==> src/rtl/decoder_pkg.sv <==
// Shared constants and segment table for the keypad digit decoder.
// Imported by decoder and bcd_to_seg.
package decoder_pkg;

    localparam logic [6:0] BLANK_SEG  = 7'b1111111;
    localparam int         MAX_DIGITS = 4;
    localparam int         MAX_CODE   = 9;

    // Active-low patterns, bit order g..a, indexed by BCD code.
    localparam logic [6:0] SEG_TABLE [0:9] = '{
        7'b1000000,
        7'b1111001,
        7'b0100100,
        7'b0110000,
        7'b0011001,
        7'b0010010,
        7'b0000010,
        7'b1111000,
        7'b0000000,
        7'b0010000
    };

endpackage

==> src/rtl/decoder_bcd_to_seg.sv <==
// BCD code to active-low seven-segment pattern (g..a), combinational.
// Ports: code (4-bit BCD in), seg (7-bit pattern out; blank for 10-15).
module bcd_to_seg
    import decoder_pkg::*;
(
    input  logic [3:0] code,
    output logic [6:0] seg
);

    always_comb begin
        seg = BLANK_SEG;
        if (code <= 4'(MAX_CODE))
            seg = SEG_TABLE[code];
    end

endmodule

==> src/rtl/decoder.sv <==
// Keypad digit decoder: synchronizes load, buffers up to four BCD digits,
// and drives four seven-segment patterns plus the binary value.
// Ports: clk, rst_n (sync, active-low), data, load, enable, clear in;
//        hex0..hex3, value, count, new_digit, err out.
module decoder
    import decoder_pkg::*;
(
    input  logic        clk,
    input  logic        rst_n,
    input  logic [3:0]  data,
    input  logic        load,
    input  logic        enable,
    input  logic        clear,
    output logic [6:0]  hex0,
    output logic [6:0]  hex1,
    output logic [6:0]  hex2,
    output logic [6:0]  hex3,
    output logic [13:0] value,
    output logic [2:0]  count,
    output logic        new_digit,
    output logic        err
);

    logic        s1, s2, s3;
    logic        load_pulse;
    logic        take;
    logic        accept;
    logic        reject;
    logic [3:0]  d [MAX_DIGITS];
    logic [3:0]  m [MAX_DIGITS];
    logic [6:0]  seg [MAX_DIGITS];
    logic [6:0]  hx [MAX_DIGITS];
    logic [13:0] value_next;

    function automatic logic [13:0] times10(input logic [13:0] x);
        return (x << 3) + (x << 1);
    endfunction

    assign load_pulse = s2 & ~s3;
    assign take       = load_pulse & enable & ~clear;
    assign accept     = take & (data <= 4'(MAX_CODE));
    assign reject     = take & (data > 4'(MAX_CODE));

    always_ff @(posedge clk) begin
        if (!rst_n) begin
            // Flops reset high so a load held across reset gives no edge.
            s1        <= 1'b1;
            s2        <= 1'b1;
            s3        <= 1'b1;
            count     <= '0;
            err       <= 1'b0;
            new_digit <= 1'b0;
            value     <= '0;
            for (int i = 0; i < MAX_DIGITS; i++)
                d[i] <= '0;
        end else begin
            s1        <= load;
            s2        <= s1;
            s3        <= s2;
            new_digit <= accept;
            value     <= value_next;
            if (clear) begin
                count <= '0;
                err   <= 1'b0;
                for (int i = 0; i < MAX_DIGITS; i++)
                    d[i] <= '0;
            end else if (accept) begin
                d[3] <= d[2];
                d[2] <= d[1];
                d[1] <= d[0];
                d[0] <= data;
                if (count < 3'(MAX_DIGITS))
                    count <= count + 3'd1;
            end else if (reject) begin
                err <= 1'b1;
            end
        end
    end

    // Positions at or beyond count contribute nothing.
    always_comb begin
        for (int i = 0; i < MAX_DIGITS; i++)
            m[i] = (3'(i) < count) ? d[i] : 4'd0;
    end

    // Horner form keeps everything in shift-add; 9999 fits in 14 bits.
    always_comb begin
        value_next = {10'd0, m[3]};
        value_next = times10(value_next) + {10'd0, m[2]};
        value_next = times10(value_next) + {10'd0, m[1]};
        value_next = times10(value_next) + {10'd0, m[0]};
    end

    for (genvar k = 0; k < MAX_DIGITS; k++) begin : g_seg
        bcd_to_seg u_seg (
            .code (d[k]),
            .seg  (seg[k])
        );
        assign hx[k] = (3'(k) < count) ? seg[k] : BLANK_SEG;
    end

    assign hex0 = hx[0];
    assign hex1 = hx[1];
    assign hex2 = hx[2];
    assign hex3 = hx[3];

endmodule

==> config.mk <==
export PLATFORM = sky130hd
export DESIGN_NAME = decoder
export DESIGN_NICKNAME = d
export VERILOG_FILES = /design/src/rtl/decoder_pkg.sv /design/src/rtl/decoder_bcd_to_seg.sv /design/src/rtl/decoder.sv
export SDC_FILE = /design/constraint.sdc
export NUM_CORES = 1
export LEC_CHECK = 0
export CORE_MARGIN = 4
export CORE_UTILIZATION = 54
export CTS_CLUSTER_DIAMETER = 60
export DETAILED_ROUTE_END_ITERATION = 16
export GPL_ROUTABILITY_DRIVEN = 0
export GPL_TIMING_DRIVEN = 1
export PLACE_DENSITY = 0.85
export REMOVE_ABC_BUFFERS = 1
export SLEW_MARGIN = 20
export SYNTH_ARGS = -nofsm -noshare
export SYNTH_HDL_FRONTEND = slang
export SYNTH_SLANG_ARGS = --single-unit
==> constraint.sdc <==
create_clock -name clk -period 6.5 [get_ports clk]
set_input_delay 1.625 -clock clk [delete_from_list [all_inputs] [get_ports clk]]
set_output_delay 1.625 -clock clk [all_outputs]
set_load 0.01 [all_outputs]
# Yosys cells after proc, flatten, opt, wreduce, memory -nomap -nowiden
# Memory sizes are Yosys's and may differ from the RTL's.
# Cells that the tools add are included.
[totals] in_bits=9 ram_bits=16 wordCells=94 memories=5 mem_bits_ro=448 ff_bits=22 out_inout_bits=47
[memory_table] name="(no name shown)" depth=16 word_bits=7 read_ports=1 rd_ports_with_merged_regs=0 wr=0 line_no="decoder_bcd_to_seg.sv:13" source="seg = SEG_TABLE[code];"
[memory_table] name="(no name shown)" depth=16 word_bits=7 read_ports=1 rd_ports_with_merged_regs=0 wr=0 line_no="decoder_bcd_to_seg.sv:13"
[memory_table] name="(no name shown)" depth=16 word_bits=7 read_ports=1 rd_ports_with_merged_regs=0 wr=0 line_no="decoder_bcd_to_seg.sv:13"
[memory_table] name="(no name shown)" depth=16 word_bits=7 read_ports=1 rd_ports_with_merged_regs=0 wr=0 line_no="decoder_bcd_to_seg.sv:13"
[memory_table] name="d" depth=4 word_bits=4 read_ports=4 rd_ports_with_merged_regs=0 wr=4 line_no="decoder.sv:29" source="logic [3:0] d [MAX_DIGITS];"
[classes] reduce_logical=3 muxes=36 n_lt_le_gt_ge=15 bitwise_logic=21 add_sub_neg=7
[op_table] op="$mux 7" count=16
[op_table] op="$mux 4" count=12
[op_table] op="$ge 5x5->1 const B" count=4
[op_table] op="$le 4x4->1 const B" count=5
[op_table] op="$not 4->5" count=4
[op_table] op="$add 14x14->14" count=1
[op_table] op="$add 14x4->14" count=1
[op_table] op="$add 12x10->13" count=1
[op_table] op="$add 13x4->13" count=1
[op_table] op="$add 8x4->9" count=1
[op_table] op="$add 7x5->8" count=1
[op_table] op="$mux 1" count=8
[op_table] op="$or 1x1->1" count=8
[op_table] op="$lt 1x3->1 const A" count=2
[op_table] op="$lt 2x3->1 const A" count=2
[op_table] op="$and 1x1->1" count=5
[op_table] op="$gt 4x4->1 const B" count=1
[op_table] op="$not 1->1" count=4
[op_table] op="$reduce_and 2->1" count=2
[op_table] op="$add 3x1->3 const B" count=1
[op_table] op="$lt 3x3->1 const B" count=1
[op_table] op="$reduce_or 2->1" count=1

# Logic depth before layout (Yosys ltp)
[logic_depth] word_depth=10 depth_mapped=25 mapped_depth_nobuf=24

# Modules after synthesis
# A second synthesis with hierarchy kept.
[hier_totals] cells_unflattened=421 area_unflattened_um2=3713.6
[by_module_without_submodules] module="decoder" area_per_inst_um2=2887.8 cells_each=301 seq_area_each_um2=880.8 n_inst=1
[by_module_without_submodules] module="bcd_to_seg" area_per_inst_um2=206.4 cells_each=30 seq_area_each_um2=0.0 n_inst=4

# Least setup slack after synthesis
# OpenSTA, ideal clock, no wires.
[synth_path] kind="reg2reg" start="register count[2]" end="register value[13]" stages_incl_launch_ff=24 path_buffers=1 arrival_ns=5.047 setup_time_ns=0.128 slack_ns=1.325 required_ns=6.372 period_less_slack_ns=5.175 cell_sequence="dfxtp_1 -> clkbuf_1 -> nand2_1 -> fa_1 -> inv_1 -> ha_1 -> a21oi_1 -> o21ai_0 -> xor2_1 -> ha_1 -> ha_1 -> o21ai_0 -> nand2b_1 -> a21oi_1 -> a21oi_1 -> xnor2_1 -> ha_1 -> ha_1 -> a21oi_1 -> o21ai_0 -> a21o_1 -> a221oi_1 -> xor2_1 -> nor2_1"
[synth_via] elab_chain_len=8 elab_cells_between_ends=14 classes_between="6 x add/sub; 4 x order compare; 4 x mux"
[synth_lines] element="start, declared" line_no="decoder.sv:19" source="output logic [2:0] count,"
[synth_lines] element="start signal, assigned" line_no="decoder.sv:73" source="count <= count + 3'd1;"
[synth_lines] element="$lt 2x3->1" line_no="decoder.sv:83" source="m[i] = (3'(i) < count) ? d[i] : 4'd0;"
[synth_lines] element="$mux 4" line_no="decoder.sv:83"
[synth_lines] element="$add 7x5->8" line_no="decoder.sv:36" source="return (x << 3) + (x << 1);"
[synth_lines] element="$add 8x4->9" line_no="decoder.sv:89" source="value_next = times10(value_next) + {10'd0, m[2]};"
[synth_lines] element="$add 12x10->13" line_no="decoder.sv:36"
[synth_lines] element="$add 13x4->13" line_no="decoder.sv:90" source="value_next = times10(value_next) + {10'd0, m[1]};"
[synth_lines] element="$add 14x14->14" line_no="decoder.sv:36"
[synth_lines] element="$add 14x4->14 (*)" line_no="decoder.sv:91" source="value_next = times10(value_next) + {10'd0, m[0]};"
[synth_lines] element="end signal, assigned" line_no="decoder.sv:61" source="value <= value_next;"
[synth_lines] element="end, declared" line_no="decoder.sv:18" source="output logic [13:0] value,"
# Mark *: on every way between the ends. The rest lies on a longest branch, timed or not.
# A chain may end at the register's enable or synchronous reset.

# Final worst setup path
# Ends and elaborated chain as after synthesis.

==> reports/metrics.csv <==
stage,metric,value,unit
status,status,"finished, final reports clean",
sta,period utilization,84.4,%
routing,1st-iter DRT viols,126,
sta,unrepaired setup endpoints after global routing,false,
routing,Via density,5.40,
power,Total Power,0.480,mW
routing,DRT Pass-1 Iters,4,
floorplan,Core ar.,0.00599,sq mm
global_route,global-route wire length before repair,11900,microns
worst_setup_path,most frequent CP cell,ha_1,
cts,clk sink count,38,
min_path,Hold Path Stages,1,
cells_and_area,share of layout cells above drive strength 1,2.25,%
global_route,Global Route met3 Usage,3.42,%
flow_run,maximum capacitance violations,0,
min_path,Hold Crit Class,reg2reg,
placement,PortBufs,55,
sta,"Min Clock Period, post-route",5.49,ns
power,power density cells,118,mW/mm^2
logic_synthesis,Yosys top cell by area,ha_1,
worst_setup_path,worst-path cell chain,"nand2_1, fa_1, inv_1, ha_1, a21oi_1, o21ai_0, xor2_1, ha_1, ha_1, o21ai_0, nand2b_1, a21oi_1, a21oi_1, xnor2_1, ha_1, ha_1, a21oi_1, o21ai_0, a21o_1, a221oi_1, xor2_1, nor2_1",
worst_setup_path,CP required,6.66,ns
sta,f_max,0.182,GHz
sta,worst-margin pin slew,0.551,ns
cells_and_area,Inserted Diodes,0,
logic_synthesis,yosys warns,0,
power,leakage power total,1.91,nW
global_route,grt peak-use layer,met2,
worst_setup_path,R2R depth,22,
sta,clk_skew,0.00796,ns
routing,WL per Instance,13.4,microns
logic_synthesis,"Cell Area, Synth",0.00336,sq mm
global_route,GRT overflow,0,
min_path,Hold Path End,s2$_SDFF_PN1_,
worst_setup_path,Worst Path Max Fanout,14,
cells_and_area,P&R area growth vs syn,21.2,%
routing,DRT Wirelength,6980,microns
floorplan,Die Ht,86.8,microns
worst_setup_path,Worst R2R Start,count[2]$_SDFFE_PP0P_,
cts,htree depth,2,
cts,Clock Latency Late Sink,0.29,ns
cts,total CTS buffers,5,
placement,Placed Area,0.00396,sq mm
floorplan,die area,0.00754,sq mm
sta,Slew HR,63.2,%
routing,final antenna-violating net count,0,
worst_setup_path,crit start category,flop,
routing,DRC,0,
global_route,largest net degree at the start of global routing,17,
logic_synthesis,Yosys reg bits,38,
logic_synthesis,"count leader, synth",ha_1,
cts,clock root buffer,clkbuf_8,
cts,Max Root-Sink Buffers,2,
floorplan,Initial Utilization,56.0,%
worst_setup_path,crit path DAT,5.65,ns
logic_synthesis,Syn Area/Cell,8.59,sq um
sta,max-slew violations,0,
global_route,initial antenna violation count,0,
cells_and_area,Layout fillers,478,
global_route,vias in the first global route,2645,
worst_setup_path,Top Family by Delay on Critical Path,adder cells,
logic_synthesis,Yosys cell types,34,
logic_synthesis,synthesized instance count,391,
cts,Resized Gates After CTS,0,
cts,hold buffer count at cts,0,
global_route,GRT Total Usage,19.3,%
worst_setup_path,crit end category,flop,
logic_synthesis,"EDFF count, synth",12,
cells_and_area,post-route cell area,0.00407,sq mm
placement,hpwl dp,5390,microns
routing,Via Count,2802,
global_route,met2 Track Usage GR,33.1,%
worst_setup_path,worst flop-to-flop path endpoint,value[13]$_SDFF_PN0_,
cells_and_area,final layout net count,523,
power,VDD IR max,0.125,mV
sta,final setup fails,0,
sta,worst hold slack,0.420,ns
floorplan,IO Count,56,
logic_synthesis,register area share after synthesis,26.2,%
floorplan,FP Rows,28,
worst_setup_path,"Buf+Inv Stages, Crit Path",1,
worst_setup_path,Max stage delay on crit path,0.60,ns
min_path,hold_sp,s1$_SDFF_PN1_,
worst_setup_path,R2R Setup Slk,1.01,ns
cts,CTS tree,done,
floorplan,Die X-Extent,86.8,microns
logic_synthesis,Synth top cells by count,"ha_1, nor2_1, nand2_1",
worst_setup_path,CP max stage cell,dfxtp_1,
global_route,grt met1 use,25.5,%
worst_setup_path,beginning of the critical path,count[2]$_SDFFE_PP0P_,
sta,Final Hold Viols,0,
cts,clk slew on worst S/H paths,0.08,ns
logic_synthesis,async set-or-reset flop fraction in the synthesized netlist,0,%
sta,Setup TNS,0,ns
logic_synthesis,top area cells in the synthesized netlist,"ha_1, dfxtp_1, edfxtp_1",
logic_synthesis,ys flop type,dfxtp_1,
cts,postcts setup bufs,0,
worst_setup_path,critical path class,reg2reg,
logic_synthesis,post-synth top area share,24.2,%
-- through the flow --
step	worst slack [ns]	util (%)	instances
2_1_floorplan	1.44	-	381
3_3_place_gp	1.28	66.2	511
3_5_place_dp	1.09	66.2	511
4_1_cts	1.05	67.9	519
5_1_grt	0.513	67.9	519
6_report	1.01	67.9	519
-- metal layers --
layer / part of all wire [%] / vias to the layer above / routed length, microns
li1: - / 1435 / -
met3: 4.8 / 5 / 334
met5: 0 / - / 0
met4: 0.72 / 0 / 50
met2: 49 / 61 / 3450
met1: 45 / 1301 / 3140
-- layout make-up --
cell class,count,area (sq um),area share [%]
multi-input cells,313,2330,57.1
flip-flops and latches,38,881,21.6
repair buffers,55,551,13.5
inverters,30,113,2.77
well taps,75,93.8,2.31
clock buffers,6,72.6,1.78
clock inverters,2,33.8,0.830
-- cell families after synthesis --
family,share of synthesized area (%)
simple gates,18.3
compound gates,16.0
fa+ha+maj,27.8
buf+inv,4.47
flops,26.2
xor+xnor,5.63
mux,1.49
-- layout by cell type, fill, tap and decap left out, drive strengths merged, types with 2 or more instances in the layout --
cell type,netlist,final
ha,65,65
clkdlybuf4s50,0,55
nor2,44,44
nand2,32,32
a21oi,30,30
inv,30,30
o21ai,30,30
dfxtp,26,26
and2,16,16
nand2b,13,13
edfxtp,12,12
xnor2,11,11
nor3,9,9
a21o,9,9
nor2b,9,9
xor2,8,8
fa,6,6
clkbuf,9,6
o21bai,5,5
o211ai,5,5
mux2i,5,5
o21a,3,3
a31oi,2,2
a211oi,2,2
a221oi,2,2
-- power by group --
part	switching [mW]	internal, mW	total (mW)
Clock	0.0845	0.113	0.198
Combinational	0.0147	0.0127	0.0274
Sequential	0.00623	0.248	0.255
-- worst max path at each step --
| stage | endpoint | slack, ns | cells past startpoint |
|---|---|---|---|
| 4_1_cts | value[13]$_SDFF_PN0_ | 1.05 | 22 |
| 3_3_place_gp | value[13]$_SDFF_PN0_ | 1.28 | 23 |
| 2_1_floorplan | value[13]$_SDFF_PN0_ | 1.44 | 22 |
| 5_1_grt | value[13]$_SDFF_PN0_ | 0.51 | 22 |
| 6_report | value[13]$_SDFF_PN0_ | 1.01 | 22 |
| 3_5_place_dp | value[13]$_SDFF_PN0_ | 1.09 | 22 |
-- state kept, by name, indices dropped and copies added (netlist names) --
| name | flops |
|---|---|
| s1 | 1 |
| value | 14 |
| new_digit | 1 |
| s2 | 1 |
| err | 1 |
| s3 | 1 |
| count | 3 |
| d | 16 |
(Power assumes the default switching activity.)
